==> src/rtl/cqu_mips_pkg.sv <==
// Shared cqu_mips definitions: reset PC default, fetch FSM encoding and the
// fetch-buffer entry layout.
package cqu_mips_pkg;

  localparam logic [31:0] RESET_PC_DEFAULT = 32'h0000_0000;

  typedef enum logic [1:0] {
    StIdle = 2'd0,
    StWait = 2'd1,
    StDrop = 2'd2
  } fetch_state_e;

  typedef struct packed {
    logic [31:0] pc;
    logic [31:0] inst;
    logic        adel;
  } fetch_entry_t;

endpackage

==> src/rtl/fetch_skid_buf.sv <==
// Two-entry FIFO holding fetched instructions: head is the presented entry,
// tail is the skid slot. Flush empties it and takes priority over push/pop.
module fetch_skid_buf
  import cqu_mips_pkg::*;
(
  input  logic         clk,
  input  logic         rstn,
  input  logic         push_i,
  input  fetch_entry_t push_data_i,
  input  logic         pop_i,
  input  logic         flush_i,
  output logic [1:0]   count_o,
  output fetch_entry_t head_o
);

  fetch_entry_t head_q, head_d;
  fetch_entry_t tail_q, tail_d;
  logic [1:0]   count_q, count_d;
  logic         do_pop;

  always_comb begin
    head_d  = head_q;
    tail_d  = tail_q;
    count_d = count_q;
    do_pop  = pop_i && (count_q != 2'd0);
    if (flush_i) begin
      count_d = 2'd0;
    end else begin
      unique case ({push_i, do_pop})
        2'b01: begin
          head_d  = tail_q;
          count_d = count_q - 2'd1;
        end
        2'b10: begin
          if (count_q == 2'd0) begin
            head_d = push_data_i;
          end else begin
            tail_d = push_data_i;
          end
          count_d = count_q + 2'd1;
        end
        2'b11: begin
          // Count is unchanged; the new entry lands behind whatever remains.
          if (count_q == 2'd1) begin
            head_d = push_data_i;
          end else begin
            head_d = tail_q;
            tail_d = push_data_i;
          end
        end
        default: ;
      endcase
    end
  end

  always_ff @(posedge clk or negedge rstn) begin
    if (!rstn) begin
      head_q  <= '0;
      tail_q  <= '0;
      count_q <= 2'd0;
    end else begin
      head_q  <= head_d;
      tail_q  <= tail_d;
      count_q <= count_d;
    end
  end

  assign count_o = count_q;
  assign head_o  = head_q;

endmodule

==> src/rtl/fetch_ctrl.sv <==
// Instruction fetch controller: sequences single-outstanding memory requests,
// handles branch/exception redirects and feeds a 2-entry buffer to decode.
module fetch_ctrl
  import cqu_mips_pkg::*;
#(
  parameter logic [31:0] RESET_PC  = RESET_PC_DEFAULT,
  parameter int unsigned BUF_DEPTH = 2
) (
  input  logic        clk,
  input  logic        rstn,
  input  logic        stall,
  input  logic        br_valid,
  input  logic [31:0] br_target,
  input  logic        exc_valid,
  input  logic [31:0] exc_target,
  output logic        imem_req,
  output logic [31:0] imem_addr,
  input  logic        imem_ack,
  input  logic [31:0] imem_rdata,
  output logic        if_valid,
  output logic [31:0] if_pc,
  output logic [31:0] if_inst,
  output logic        if_adel
);

  localparam logic [1:0] BufCap = 2'(BUF_DEPTH);

  fetch_state_e state_q, state_d;
  logic [31:0]  pc_q, pc_d;
  logic [31:0]  tgt_q, tgt_d;
  logic         halt_q, halt_d;

  logic         redirect;
  logic [31:0]  redir_tgt;
  logic [1:0]   buf_count;
  fetch_entry_t buf_head;
  logic         buf_valid;
  logic         pop;
  logic         has_room;
  logic         launch;
  logic         kept_ack;
  logic         push;
  fetch_entry_t push_data;

  always_comb begin
    redirect  = exc_valid | br_valid;
    redir_tgt = exc_valid ? exc_target : br_target;
    buf_valid = (buf_count != 2'd0);
    pop       = buf_valid && !stall;
    // A slot popped this cycle counts as free for the launch decision.
    has_room  = (buf_count - {1'b0, pop}) < BufCap;
    launch    = rstn && (state_q == StIdle) && !redirect && !halt_q &&
                (pc_q[1:0] == 2'b00) && has_room;
    imem_req  = launch || (state_q != StIdle);
    imem_addr = {pc_q[31:2], 2'b00};
  end

  always_comb begin
    state_d        = state_q;
    pc_d           = pc_q;
    tgt_d          = tgt_q;
    halt_d         = halt_q;
    kept_ack       = 1'b0;
    push           = 1'b0;
    push_data.pc   = pc_q;
    push_data.inst = imem_rdata;
    push_data.adel = 1'b0;
    if (redirect) begin
      halt_d = 1'b0;
    end
    unique case (state_q)
      StIdle: begin
        if (redirect) begin
          pc_d = redir_tgt;
        end else if (launch) begin
          if (imem_ack) begin
            kept_ack = 1'b1;
          end else begin
            state_d = StWait;
          end
        end else if (!halt_q && (pc_q[1:0] != 2'b00) && has_room) begin
          // Misaligned target: present an AdEL entry instead of fetching, then park.
          push           = 1'b1;
          push_data.inst = '0;
          push_data.adel = 1'b1;
          halt_d         = 1'b1;
        end
      end
      StWait: begin
        if (redirect) begin
          if (imem_ack) begin
            state_d = StIdle;
            pc_d    = redir_tgt;
          end else begin
            state_d = StDrop;
            tgt_d   = redir_tgt;
          end
        end else if (imem_ack) begin
          kept_ack = 1'b1;
          state_d  = StIdle;
        end
      end
      StDrop: begin
        if (imem_ack) begin
          state_d = StIdle;
          pc_d    = redirect ? redir_tgt : tgt_q;
        end else if (redirect) begin
          tgt_d = redir_tgt;
        end
      end
      default: state_d = StIdle;
    endcase
    if (kept_ack) begin
      push = 1'b1;
      pc_d = pc_q + 32'd4;
    end
  end

  always_ff @(posedge clk or negedge rstn) begin
    if (!rstn) begin
      state_q <= StIdle;
      pc_q    <= RESET_PC;
      tgt_q   <= RESET_PC;
      halt_q  <= 1'b0;
    end else begin
      state_q <= state_d;
      pc_q    <= pc_d;
      tgt_q   <= tgt_d;
      halt_q  <= halt_d;
    end
  end

  fetch_skid_buf u_buf (
    .clk         (clk),
    .rstn        (rstn),
    .push_i      (push),
    .push_data_i (push_data),
    .pop_i       (pop),
    .flush_i     (redirect),
    .count_o     (buf_count),
    .head_o      (buf_head)
  );

  always_comb begin
    if_valid = buf_valid;
    if_pc    = buf_valid ? buf_head.pc   : 32'd0;
    if_inst  = buf_valid ? buf_head.inst : 32'd0;
    if_adel  = buf_valid && buf_head.adel;
  end

endmodule
==> config.mk <==
export PLATFORM = sky130hd
export DESIGN_NAME = fetch_ctrl
export DESIGN_NICKNAME = d
export VERILOG_FILES = /design/src/rtl/cqu_mips_pkg.sv /design/src/rtl/fetch_skid_buf.sv /design/src/rtl/fetch_ctrl.sv
export SDC_FILE = /design/constraint.sdc
export NUM_CORES = 1
export LEC_CHECK = 0
export ABC_AREA = 1
export CAP_MARGIN = 25
export CORE_AREA = 4 4 162 164
export CTS_CLUSTER_DIAMETER = 100
export CTS_CLUSTER_SIZE = 24
export DETAILED_ROUTE_END_ITERATION = 7
export DIE_AREA = 0 0 166 168
export PLACE_DENSITY_LB_ADDON = 0.15
export SYNTH_ARGS = -nofsm -noshare
export SYNTH_HDL_FRONTEND = slang
export SYNTH_SLANG_ARGS = --single-unit
==> constraint.sdc <==
create_clock -name clk -period 3.1 [get_ports clk]
set_input_delay 0.62 -clock clk [delete_from_list [all_inputs] [get_ports clk]]
set_output_delay 0.62 -clock clk [all_outputs]
set_load 0.005 [all_outputs]
# Yosys cells after proc, flatten, opt, wreduce, memory -nomap -nowiden
# Index checks and enable logic that the tools add are counted.
# classes
multipliers,0
bitwise_logic,2
div_mod_pow,0
add_sub_neg,4
magnitude_cmp,1
muxes,47
reduce_logical,30
n_shift,0
eq_ne,19
# op_table
op,count
$mux W32,12
$mux W65,4
$pmux W65 S3,1
$pmux W65 S2,1
$mux W33,3
$pmux W32 S3,1
$pmux W32 S2,1
$add A32 B3 Y32 const B,1
$ne A2 B2 Y1 const B,8
$mux W1,14
$mux W2,7
$ne A3 B3 Y1 const B,4
$logic_and A1 B1 Y1,10
$reduce_bool A2 Y1,5
$reduce_and A4 Y1,2
$eq A2 B1 Y1 const B,3
$eq A2 B2 Y1 const B,3
$logic_not A2 Y1,3
$pmux W2 S3,1
$reduce_and A3 Y1,2
$reduce_bool A3 Y1,2
$reduce_and A5 Y1,1
$pmux W2 S2,1
$reduce_bool A4 Y1,1
10 further kinds,12
# totals
inputBits,102
reg_bits,199
latchBits,0
output_inout_bits,99
wordCells,114
rom_bits,0
memories,0
mem_bits_rw,0

# Logic depth before layout (Yosys ltp)
# depth
word_depth,13
ltp_mapped,16
depth_no_buf,15

# Hierarchy
# From an unflattened synthesis, not the netlist that was laid out.
# unflattened
cells_unflattened,2058
hier_area_um2,13143.9
# by_module_without_submodules
mod,n_inst,cells_per_inst,area_each_um2
fetch_skid_buf,1,1102,7551.0
fetch_ctrl,1,956,5592.9

# Worst setup path after synthesis
# OpenSTA, ideal clock, no wires.
# synth_path
kind,reg2reg
start,"register u_buf.count_q[0], in the netlist u_buf.count_o[0]"
end,"register u_buf.head_q, in the netlist u_buf.head_o[55]"
t_arrival_ps,2056
path_stages_with_launch,17
required_time_ps,2984
setup_slack_ps,928
cell_sequence,dfrtp_1 > inv_1 > ha_1 > nor2_1 > buf_4 > nand3_2 > nand3_2 > inv_2 > nand2_2 > nand3_2 > buf_4 > buf_6 > buf_6 > nand3_1 > nand3_1 > nand2_1 > nand2_1
# synth_via
elab_chain_cells,13
# synth_rtl
element,line_no,source
from (decl),fetch_skid_buf.sv:18,"logic [1:0] count_q, count_d;"
from (signal assigned),fetch_skid_buf.sv:64,count_q <= count_d;
$reduce_bool A2 Y1,"fetch_skid_buf.sv:25, fetch_ctrl.sv:48",
$logic_and A1 B1 Y1,fetch_ctrl.sv:49,pop = buf_valid && !stall;
$sub A2 B1 Y2,fetch_ctrl.sv:51,"has_room = (buf_count - {1'b0, pop}) < BufCap;"
$lt A2 B2 Y1,fetch_ctrl.sv:51,
$logic_and A1 B1 Y1,fetch_ctrl.sv:81,end else if (!halt_q && (pc_q[1:0] != 2'b00) && has_room) begin
$mux W1,fetch_ctrl.sv:81,
$mux W1,fetch_ctrl.sv:75,end else if (launch) begin
$mux W1,fetch_ctrl.sv:73,if (redirect) begin
$mux W1,fetch_ctrl.sv:71,unique case (state_q)
$mux W1,fetch_ctrl.sv:113,if (kept_ack) begin
$eq A2 B2 Y1 / $eq A2 B1 Y1 (equally long branches),fetch_skid_buf.sv:29,"unique case ({push_i, do_pop})"
$ne A2 B1 Y1 (no source line) / $reduce_bool A3 Y1 (equally long branches),n/a,
$reduce_and A3 Y1 (no source line),n/a,
to (signal assigned),fetch_skid_buf.sv:58,head_q <= '0;
to (signal assigned),fetch_skid_buf.sv:62,head_q <= head_d;
to (decl),fetch_skid_buf.sv:16,"fetch_entry_t head_q, head_d;"
# Several ways; a longest one is shown, not always the timed one.
# A chain may end at the register's enable or synchronous reset.

# Final worst setup path
# layout_path
start,input rstn
end,output imem_req
# layout_via
elab_chain_cells,6
# layout_rtl
element,line_no,source
from (decl),fetch_ctrl.sv:10,"input logic rstn,"
$logic_and A1 B1 Y1 (4 in series),fetch_ctrl.sv:52,launch = rstn && (state_q == StIdle) && !redirect && !halt_q &&
$logic_and A1 B1 Y1,fetch_ctrl.sv:53,(pc_q[1:0] == 2'b00) && has_room;
$logic_or A1 B1 Y1,fetch_ctrl.sv:54,imem_req = launch || (state_q != StIdle);
to (decl),fetch_ctrl.sv:16,"output logic imem_req,"
# No other way between the ends.

==> flow_results.org <==
** Status
- The flow ran to the end, and the final reports show no timing, DRC or antenna violations.

** Timing
- The number of hold-slack violations in the final timing report was 0.
- Tmin final :: 2890 ps
- Setup repair after global routing left no endpoint under its margin.
- F_max :: 345 MHz
- After layout, the worst path uses 93.4% of the clock period.
- Setup violations remaining at the end of the flow were counted as 0.
- The max-slew violation count was 0.
- Worst max-slew margin expressed relative to the limit :: between 50% and 60%
- Hold timing on the final database bottoms out at a slack of 480 ps.
- For the pin with the worst max-slew slack, the measured transition is 722 ps.
- Final WS setup :: 205 ps
- Clock Skews :: about 21 ps
- In the final timing run, aggregate negative setup slack is 0 ps.

** Synthesis
- Library cells used by synthesis :: 30
- The mapped netlist covers between 0.01 and 0.015 mm^2.
- Synthesis produced 1742 cells.
- After synthesis the netlist holds a flip-flop and latch count of between 150 and 200.
- During synthesis, Yosys emitted a total of 0 warnings.
- In the synthesized netlist the async set-or-reset flop fraction comes to 100%.
- Sequential share of the synthesized area :: 40.7%
- The most used flip-flop cell after synthesis is sky130_fd_sc_hd__dfrtp_1.
- Averaged over all synthesized cells, the footprint is 7.03 um^2.
- Number of flops mapped to enable cells by yosys :: 0

** Die
- Effective utilization at floorplan :: 49.2%
- Die outline width :: around 170 um
- Number of top-level pins :: around 200
- Core area :: 0.0249 mm^2
- Chip Height :: 168 um
- The initialized floorplan defines 58 standard-cell rows.
- Area enclosed by the die boundary :: 0.0279 mm^2

** Clocking
- Maximum count of clock buffers along a single path :: 2
- The later pin in the worst-skew pair is clocked with a latency of 450 ps.
- PostCTS Resize Cnt :: 0
- In this run, CTS created clock tree buffers numbering 17.
- Clock slew at the register clock pins of the worst setup and hold paths :: 70 ps
- The H-tree was split into 4 levels.
- Post-CTS timing repair inserted 0 buffers for setup.
- Library cell used as clock root buffer :: sky130_fd_sc_hd__clkbuf_16
- Number of buffers inserted by hold repair at cts :: 1
- Clock sink total :: 199
- TritonCTS clock tree :: yes

** Pwr
- The worst-case IR drop observed on VDD is 0.000312 V.
- The analysis attributes to net switching a power of a little over 3 mW.
- Power after layout :: around 8.6 mW
- Sequential cells account for 45.2% of the total power.
- Power density over the cells :: 580 mW/mm^2
- Share of total power in the clock network :: approximately a quarter
- Internal power :: 5.59 mW
- Switching share of power :: 35.3%
- Of the total power, combinational logic draws 29.2%.
- The analysis attributes to cell leakage a power of 7.28 nW.

** Worst setup path
- Worst endpoint data arrival time :: 2270 ps
- The worst register-to-register path ends at u_buf.head_o[36].
- The worst register-to-register path has a depth of 9.
- Req. time, crit path :: 2480 ps
- Sort of element at the start of the critical path :: input pin
- Critical path class :: input pin to output pin
- Internal reg-to-reg setup slack :: about 550 ps
- Crit. End Element :: output pin
- The startpoint identified for the worst register-to-register timing path is u_buf.count_o[0].
- Max FO, Critical Path :: 11

** Hold path
- For hold timing, the worst endpoint is u_buf.head_o[59].
- Classification of the worst-slack hold path :: register to register
- Start point of the worst hold path :: u_buf.head_o[59]
- Number of cells traversed by the worst hold path :: 2

** Routing
- Post-DR vias/cell :: between 5 and 6
- Pre-antenna DRT Iters :: 6
- In the routed design, unresolved DRC markers number 0.
- Routed WL per cell :: 16.1 um
- The routed layout has around 12000 vias.
- Number of design-rule violations left by the first detailed-router iteration :: about 1100
- Remaining antenna violation count :: 0
- DRT Wirelength :: ~35 mm

** Place
- At the placement stage, the worst setup path has a slack of slightly above 200 ps.
- Input/output buffers :: 198
- After detailed placement, the total cell area comes to 0.0143 mm^2.
- Summed over all nets, the half-perimeter wirelength after detailed placement is 24.2 mm.
- Routability-driven placement finished with a final weighted congestion of 0.903.
- Total placed cells including tap cells :: 2160

** Layout
- Most frequent cells in the layout :: sky130_fd_sc_hd__nand2_1, sky130_fd_sc_hd__nand3_1, sky130_fd_sc_hd__dfrtp_1
- Diode count :: 0
- Post-layout nets :: 1955
- The area growth from synthesis to layout is 21.6%.
- Cells with a size suffix above 1 make up 6.23% of the layout.
- Excluding fillers, the count of instances in the completed layout stands at 2193.
- Leaving out fill and tap cells, the most frequent cell in the layout is sky130_fd_sc_hd__nand2_1.
- The finished cells cover 0.0149 mm^2.
- Final core utilization :: 59.8%

** Global routing
- After global routing the overflow that remains totals 0.
- The number of global-route vias before repair was 11000.
- First-pass GRT wire length :: approximately 57 mm
- The number of antenna violations at the first check in global routing is 0.
- Largest net degree at the start of global routing :: 85
- GRT Resource Usage Total :: 24.8%

** Job
- Max-Cap Viols :: 0
==> metal layers <==
layer | up-vias | track usage [%] | wire length [um]
li1 | 5729 | - | -
met1 | 5351 | 34.8 | 15600
met2 | 453 | 39.5 | 16000
met3 | 51 | 4.72 | 2900
met4 | 0 | 7.25 | 669
met5 | - | 0 | 0
==> final cells by class <==
cell class,count,area (um^2)
clock buffer,19,443
clock inverter,13,133
fill,2361,10000
inverter,141,529
multi-input combinational,1259,5990
sequential,199,4980
tap,330,413
timing repair buffer,232,2400
==> power groups by stage <==
stage | sequential [mW] | combinational [mW] | clock [mW]
2_1_floorplan | 3.79 | 1.82 | 0
3_3_place_gp | 3.92 | 2.46 | 0
3_5_place_dp | 3.95 | 2.53 | 0
4_1_cts | 3.90 | 2.55 | 2.25
5_1_grt | 4.02 | 2.91 | 2.35
6_report | 3.91 | 2.53 | 2.21
==> synthesized netlist by cell type, types with 2 or more instances <==
cell type                    n  area share, %
sky130_fd_sc_hd__inv_2       4           0.12
sky130_fd_sc_hd__inv_1     137            4.2
sky130_fd_sc_hd__nor3_1     15           0.61
sky130_fd_sc_hd__a21oi_1    32            1.3
sky130_fd_sc_hd__xor2_1     25            1.8
sky130_fd_sc_hd__mux2_2     32            2.9
sky130_fd_sc_hd__o21ai_0   114            4.7
sky130_fd_sc_hd__buf_4      50            3.1
sky130_fd_sc_hd__nand3b_1   13           0.80
sky130_fd_sc_hd__nand2_1   585             18
sky130_fd_sc_hd__buf_2      28            1.1
sky130_fd_sc_hd__nand3_2     3           0.25
sky130_fd_sc_hd__mux2i_1    30            2.5
sky130_fd_sc_hd__buf_1      11           0.34
sky130_fd_sc_hd__nand4_1     8           0.41
sky130_fd_sc_hd__clkbuf_1   51            1.6
sky130_fd_sc_hd__buf_6       4           0.37
sky130_fd_sc_hd__nand3_1   237            9.7
sky130_fd_sc_hd__nand2_2     2           0.10
sky130_fd_sc_hd__ha_1        3           0.31
sky130_fd_sc_hd__o21ai_1    17           0.69
sky130_fd_sc_hd__nor2_1    135            4.1
sky130_fd_sc_hd__dfrtp_1   199             41
==> kinds of logic after synthesis <==
| family | synth area share [%] |
|---|---|
| fa+ha+maj | 0.306 |
| other cells | 0.0306 |
| flops | 40.7 |
| compound gates | 6.82 |
| xor+xnor | 1.79 |
| simple gates | 34.2 |
| mux | 5.39 |
| buf+inv | 10.8 |
==> sequential cells by signal (all words and copies together), names as in the netlist <==
register and flops:
pc_q 32, u_buf.count_o 2, halt_q 1, tgt_q 32, state_q 2, u_buf.tail_q 65
u_buf.head_o 65
==> worst max path at each step <==
stage | start | to | slack (ps) | cells after the start
after detailed placement | br_valid | pc_q[11] | 200 | 11
after floorplan | u_buf.count_o[0] | u_buf.head_o[55] | 930 | 16
final | rstn | imem_req | 210 | 7
after global routing | u_buf.count_o[0] | imem_req | 60 | 10
after global placement | br_valid | pc_q[6] | 290 | 11
after CTS | rstn | imem_req | 190 | 7
==> worst max-delay path, cell delays in order <==
cell	delay (ps)
sky130_fd_sc_hd__dlygate4sd3_1	550
sky130_fd_sc_hd__clkbuf_8	200
sky130_fd_sc_hd__nand2_1	70
sky130_fd_sc_hd__nor3_1	150
sky130_fd_sc_hd__nand2_1	110
sky130_fd_sc_hd__nand2_1	80
sky130_fd_sc_hd__clkdlybuf4s50_1	500
Power figures use the tool's default switching activity.
